**src/rtl/park_occupancy.sv**
```systemverilog
// Parking-lot occupancy tracker: debounced entry/exit/leave sensors, an IDLE/ARMED entry FSM
// and a saturating car counter. Optional sticky count-error alarm built when PARK_OCC_ALARM_EN is defined.
module park_occupancy #(
    parameter int CAPACITY   = 8,
    parameter int DEB_CYCLES = 4,
    parameter int TIMEOUT    = 64
) (
    input  logic       clk,
    input  logic       reset_n,
    input  logic       ent_sensor,
    input  logic       exit_sensor,
    input  logic       leave_sensor,
    output logic [7:0] occupancy,
    output logic       full,
    output logic       empty,
    output logic       ent_allow,
    output logic       car_in,
    output logic       entry_timeout,
    output logic       alarm
);

    localparam logic [7:0]  CAP_OCC  = 8'(CAPACITY);
    localparam logic [7:0]  DEB_LAST = 8'(DEB_CYCLES - 1);
    localparam logic [15:0] TMO_LAST = 16'(TIMEOUT - 1);

    typedef enum logic {IDLE, ARMED} state_t;

    // Sensor index: 0 = ent, 1 = exit, 2 = leave
    logic [2:0] raw_vec;
    logic [2:0] filt;
    logic [2:0] filt_d;
    logic [2:0] ev;
    logic [7:0] deb_cnt [3];

    state_t      state, next_state;
    logic [15:0] tmr, tmr_nxt;
    logic        car_in_nxt;
    logic        tmo_nxt;
    logic [7:0]  occ_nxt;
    logic        ent_ev, exit_ev, leave_ev;

    assign raw_vec  = {leave_sensor, exit_sensor, ent_sensor};
    assign ev       = filt & ~filt_d;
    assign ent_ev   = ev[0];
    assign exit_ev  = ev[1];
    assign leave_ev = ev[2];

    // Filtered level follows raw only after DEB_CYCLES consecutive differing samples
    always_ff @(posedge clk) begin
        if (!reset_n) begin
            filt   <= '0;
            filt_d <= '0;
            for (int i = 0; i < 3; i++) deb_cnt[i] <= '0;
        end else begin
            filt_d <= filt;
            for (int i = 0; i < 3; i++) begin
                if (raw_vec[i] != filt[i]) begin
                    if (deb_cnt[i] == DEB_LAST) begin
                        filt[i]    <= raw_vec[i];
                        deb_cnt[i] <= '0;
                    end else begin
                        deb_cnt[i] <= deb_cnt[i] + 8'd1;
                    end
                end else begin
                    deb_cnt[i] <= '0;
                end
            end
        end
    end

    always_comb begin
        next_state = state;
        tmr_nxt    = tmr;
        car_in_nxt = 1'b0;
        tmo_nxt    = 1'b0;
        case (state)
            IDLE: begin
                tmr_nxt = '0;
                if (ent_ev && !full) next_state = ARMED;
            end
            ARMED: begin
                if (exit_ev) begin
                    car_in_nxt = 1'b1;
                    next_state = IDLE;
                end else if (tmr == TMO_LAST) begin
                    tmo_nxt    = 1'b1;
                    next_state = IDLE;
                end else begin
                    tmr_nxt = tmr + 16'd1;
                end
            end
            default: next_state = IDLE;
        endcase
    end

    // A completed entry and a leave in the same cycle cancel out
    always_comb begin
        occ_nxt = occupancy;
        if (car_in_nxt && !leave_ev && occupancy < CAP_OCC)
            occ_nxt = occupancy + 8'd1;
        else if (leave_ev && !car_in_nxt && occupancy != 8'd0)
            occ_nxt = occupancy - 8'd1;
    end

    always_ff @(posedge clk) begin
        if (!reset_n) begin
            state         <= IDLE;
            tmr           <= '0;
            occupancy     <= '0;
            full          <= 1'b0;
            empty         <= 1'b1;
            car_in        <= 1'b0;
            entry_timeout <= 1'b0;
        end else begin
            state         <= next_state;
            tmr           <= tmr_nxt;
            occupancy     <= occ_nxt;
            full          <= (occ_nxt == CAP_OCC);
            empty         <= (occ_nxt == 8'd0);
            car_in        <= car_in_nxt;
            entry_timeout <= tmo_nxt;
        end
    end

    assign ent_allow = filt[0] & ~full;

`ifdef PARK_OCC_ALARM_EN
    logic alarm_set;
    assign alarm_set = (leave_ev && !car_in_nxt && occupancy == 8'd0) || (ent_ev && full);

    always_ff @(posedge clk) begin
        if (!reset_n) alarm <= 1'b0;
        else if (alarm_set) alarm <= 1'b1;
    end
`else
    assign alarm = 1'b0;
`endif

endmodule

```
**config.mk**
```make
export PLATFORM = sky130hd
export DESIGN_NAME = park_occupancy
export DESIGN_NICKNAME = d
export VERILOG_FILES = /design/src/rtl/park_occupancy.sv
export SDC_FILE = /design/constraint.sdc
export NUM_CORES = 1
export LEC_CHECK = 0
export BUFFER_PORTS_ARGS = -buffer_cell sky130_fd_sc_hd__buf_2
export CAP_MARGIN = 15
export CORE_MARGIN = 4
export CORE_UTILIZATION = 45
export CTS_CLUSTER_SIZE = 28
export DETAILED_ROUTE_END_ITERATION = 10
export PLACE_DENSITY = 0.74
export SETUP_SLACK_MARGIN = 0.05
export SLEW_MARGIN = 20
export SYNTH_ARGS = -nofsm -noshare
export SYNTH_HDL_FRONTEND = slang
export SYNTH_SLANG_ARGS = --single-unit
```
**constraint.sdc**
```tcl
create_clock -name clk -period 3.2 [get_ports clk]
set_input_delay 0.48 -clock clk [delete_from_list [all_inputs] [get_ports clk]]
set_output_delay 0.48 -clock clk [all_outputs]
set_load 0.1 [all_outputs]
```
-- Word-level counts from Yosys, hierarchy flattened
Memories as Yosys holds them, arrays and structs flattened.
Cells that the tools add are included.
- flip-flop bits (word level): 35
- bits in latches: 0
- memory bits (writable): 24
- bits in read-only memories: 0
- input port bits: 5
- output and inout port bits: 14
- logic and storage cells: 114
- memories kept: 1
- memories (name ; depth ; width ; rd ports ; clocked after Yosys merged registers in ; wr ports ; line ; text):
    deb_cnt ; 3 ; 8 ; 3 ; 0 ; 3 ; 33 ; logic [7:0] deb_cnt [3];
- $add $sub $neg: 6
- multiply operators: 0
- div/mod/pow operators: 0
- $lt $le $gt $ge: 1
- equality and inequality tests: 10
- shift operators: 0
- muxes and demuxes: 55
- bitwise gates (word level): 15
- reductions and logical operators: 15
- operators by type and width (cell ; count):
    $mux W8 ; 11
    $mux W1 ; 40
    $add A8 B1 Y8 const B ; 4
    $mux W16 ; 2
    $pmux W16 S2 ; 1
    $eq A8 B2 Y1 const B ; 3
    $add A16 B1 Y16 const B ; 1
    $eq A16 B6 Y1 const B ; 1
    $or A1 B1 Y1 ; 9
    $eq A8 B4 Y1 const B ; 1
    $logic_not A8 Y1 ; 1
    $lt A8 B4 Y1 const B ; 1
    $reduce_and A2 Y1 ; 4
    $reduce_bool A8 Y1 ; 1
    $sub A8 B1 Y8 const B ; 1
    $logic_and A1 B1 Y1 ; 5
    $ne A2 B2 Y1 const B ; 2
    $and A3 B3 Y3 ; 1
    $logic_not A1 Y1 ; 3
    $ne A1 B1 Y1 ; 3
    $not A1 Y1 ; 3
    $not A3 Y3 ; 1
    $reduce_or A3 Y1 ; 1
    $pmux W1 S2 ; 1
    $and A1 B1 Y1 ; 1

-- Logic depth before layout (Yosys ltp)
- word-level depth: 10
- depth in mapped cells: 7
- gate-level depth less buffers: 7

-- Worst setup path after synthesis
OpenSTA, ideal clock, no wires.
- path kind: register to output
- start: register full
- end: output port ent_allow
- arrival: 2146 ps
- required time: 2720 ps
- setup slack: 574 ps
- cell stages (with the launch flop): 2
- buffers on the path: 0
- cell sequence: dfxtp_1 -> nor2b_1
- cells in the longest elaborated chain, start to end: 2
- RTL lines (item ; line ; text):
    start: declaration ; 14 ; output logic full,
    start signal: assignment ; 118 ; full <= (occ_nxt == CAP_OCC);
    $not A1 Y1 ; 125 ; assign ent_allow = filt[0] & ~full;
    $and A1 B1 Y1 ; 125 ;
    end: declaration ; 16 ; output logic ent_allow,
No other way between the ends.

-- Final worst setup path
- start: register occupancy[0]
- end: register empty
- cells in the longest elaborated chain, start to end: 5
- elaborated cells on any way between the ends: 9
- classes of those cells: add/sub: 2; order compare: 1; mux: 2; reduce/logical: 4
- RTL lines (item ; line ; text):
    start: declaration ; 13 ; output logic [7:0] occupancy,
    start signal: assignment ; 117 ; occupancy <= occ_nxt;
    parallel branches: the longest is 3 deep, another holds $sub A8 B1 Y8 ; -- ;
    $mux W8 (*) ; 99 ; if (car_in_nxt && !leave_ev && occupancy < CAP_OCC)
    $logic_not A8 Y1 (*) ; 119 ; empty <= (occ_nxt == 8'd0);
    end signal: assignment ; 119 ;
    end: declaration ; 15 ; output logic empty,
Every way passes the cells marked *.
A chain may end at the register's enable or synchronous reset.

==> results.toml <==
[timing]
worst_pin_slew_ns = 1.08
period_needed_ns = 2.11
maxSlewHeadroom_pct = 27.9
tns_ns = 0
rsz0062_at_grt = "no"
fin_crit_sh_pct = 66.0
timing.final.ws_setup_ns = 1.09
finClkSkew_ns = 0.0129
finalHoldViolations = 0
fmax_mhz = 474
finalSetupViolCount = 0
slew_violations = 0

[logic_synthesis]
yosysWarningCount = 0
async_flop_share_pct = 0
ys_ff_latch = 59
synthXorXnorAreaFrac_pct = 11.2
synth_compound_area_share_pct = 9.26
synthMuxAreaShare_pct = 2.02
synth.distinct_cells = 53
synth_top_family_by_area = "simple AND/OR/NAND/NOR gates"
synth.yosys.seq_area_share_pct = 46.7
synth_ff_type = "dfxtp_1"
netlist_area_um2 = 3040
synthAdderAreaFrac_pct = 2.88
synth_edf_count = 24
synthCells = 304
syn_avg_cell_area_um2 = 10.0
yosys.area_share.simple_pct = 25.1

[power]
vdd_drop_max_mv = 0.342
power.density_nw_per_um2 = 484
p_leak_nw = 1.33

[placement]
post-place-cells = 414
post-place-ws_ns = 1.18
port_buffers = 17
place.detailed.hpwl_mm = 4.02
gp_congestion = 0.812

[critical_path]
rr_worst_depth = 7
crit_slowest_cell = "dfxtp_1"
cpPeakStageDelay_ns = 0.37
rr_startpoint = "occupancy[0]"
crit_fanout = 7
cp.required_ns = 3.44
rr_endpoint = "empty"
worstSetupEndpointType = "register"
critPathArrivalTime_ns = 2.35
crit_start = "occupancy[0]"
crit_type = "reg2reg"
path_cells = "inv_1, ha_1, nor3b_1, a21oi_1, mux2_1, or2_0, o41ai_2"
regToRegSetupSlack_ns = 1.09
cp-start-kind = "register"

[route]
route.detailed.drc = 0
first_pass_iters = 4
wire_per_inst_um = 13.1
via_count = 2282
drtIter0Drc = 78
drtAntennaViolNets = 0
wirelength_mm = 5.64
via_per_inst = 5.31

[die]
fp.dieH_um = 90.2
rows = 29
floorplan.initialDensity_pct = 47.1
die_w_um = 90.2
dieArea_um2 = 8140
core_um2 = 6460
num_io_pins = 19

[clock_tree]
cts_buffer_depth = 2
clockRootBuffer = "clkbuf_8"
cts-resized-gates = 0
insertion_delay_ns = 0.34
cts_tree = "built"
clkTransAtPathRegs_ns = 0.08
clock_sinks = 59
cts_setup_buffers = 0
numCtsBuffers = 9
h-tree-depth = 3
cts_hold_buf = 0

[global_route]
grt_max_degree = 21
antenna_found_initial = 0
grt_pass1_wl_mm = 9.96
grt_pass1_vias = 2242
grt_usage_pct = 15.1
gr-total-overflow = 0

[finish]
syn2layout_area_growth_pct = 14.6
finalNonFillerCells = 430
final_cell_mix = "nor2_1, dfxtp_1, conb_1"
layout_commonest_cell = "nor2_1"
drive_gt1_share_pct = 13.0
nets = 360
antenna_cells = 0

[min_path]
holdPathEnd = "filt[2]"
hp-start = "leave_sensor"
hold_depth = 3
holdCritPathClass = "in2reg"

[job]
maxCapViolCount = 0

[run_status]
status = "finished, final reports clean"
## synthesized netlist by cell type (all sizes together) (2+ instances only)
cell type  instances  area [um^2]
nand4              7         43.8
and2               8         50.1
o21ai              6         33.8
conb               2         7.51
nand3             20          100
and3               7         43.8
o2111ai            2         17.5
nor2              49          184
or2                5         31.3
or3                2         12.5
inv                7         26.3
clkbuf             4         15.0
nand2b             3         21.3
nand3b             2         15.0
ha                 7         87.6
xnor2             24          210
edfxtp            24          721
a21oi              4         20.0
dfxtp             35          701
nor4b              3         26.3
nor3               7         40.0
mux2i              5         50.1
nor2b              7         43.8
a211oi             4         30.0
xor2              15          131
a2111oi            7         95.1
nor4               4         40.0
or4                2         18.8
nand2             14         52.6
o211ai             2         20.0
buf                4         33.8
## registers in the layout (all words and copies together) (netlist names)
| signal | count |
|---|---|
| car_in | 1 |
| occupancy | 8 |
| empty | 1 |
| filt | 3 |
| filt_d | 3 |
| state | 1 |
| entry_timeout | 1 |
| deb_cnt | 24 |
| full | 1 |
| tmr | 16 |
## where the power goes
part,internal (mW),switching [mW],leakage [nW]
registers,0.806,0.0220,0.529
logic,0.0393,0.0788,0.696
clock network,0.435,0.305,0.103
## metal layers
layer / GRT usage (%) / vias up / wire length (um)
li1: - / 1150 / -
met1: 17.5 / 1061 / 2510
met2: 25.9 / 57 / 2740
met3: 5.09 / 14 / 281
met4: 5.61 / 0 / 106
met5: 0 / - / 0
## per-stage QoR
step           util, %  hold WS, ns  instance area (um^2)  total power [mW]
2_1_floorplan        -        0.488                  3130             0.937
4_1_cts           53.9        0.428                  3480              1.70
6_report          53.9        0.431                  3480              1.69
3_5_place_dp      50.6        0.511                  3270             0.960
5_1_grt           53.9        0.455                  3480              1.76
3_3_place_gp      50.6        0.505                  3270             0.956
## final cells by class
cell class	instances	area, um^2
sequential	59	1420
tap	77	96.3
inverter	7	26.3
timing repair buffer	18	92.6
clock inverter	7	92.6
multi-input combinational	253	1630
clock buffer	9	124
fill	593	2980
## critical path: cells and delay by family, from the launching register on
family	cells	cell delay [ns]
AND/OR/NAND/NOR	2	0.57
adder cells (fa/ha/maj)	1	0.17
multiplexers	1	0.32
AO/OA/AOI/OAI	2	0.46
buffers and inverters	1	0.13
flip-flops	1	0.37
## worst max-delay path by stage
stage	end	slack, ns	depth (start not counted)
global placement	empty	1.23	7
detailed placement	empty	1.18	7
global route	empty	0.97	7
floorplan	ent_allow	0.57	1
finish	empty	1.09	7
CTS	empty	1.10	7
## logic make-up after synthesis
logic type      count (synthesis)
mux                             6
fa+ha+maj                       7
xor+xnor                       39
other cells                     2
compound gates                 31
flops                          59
buf+inv                        15
simple gates                  145
(Power assumes the default switching activity.)
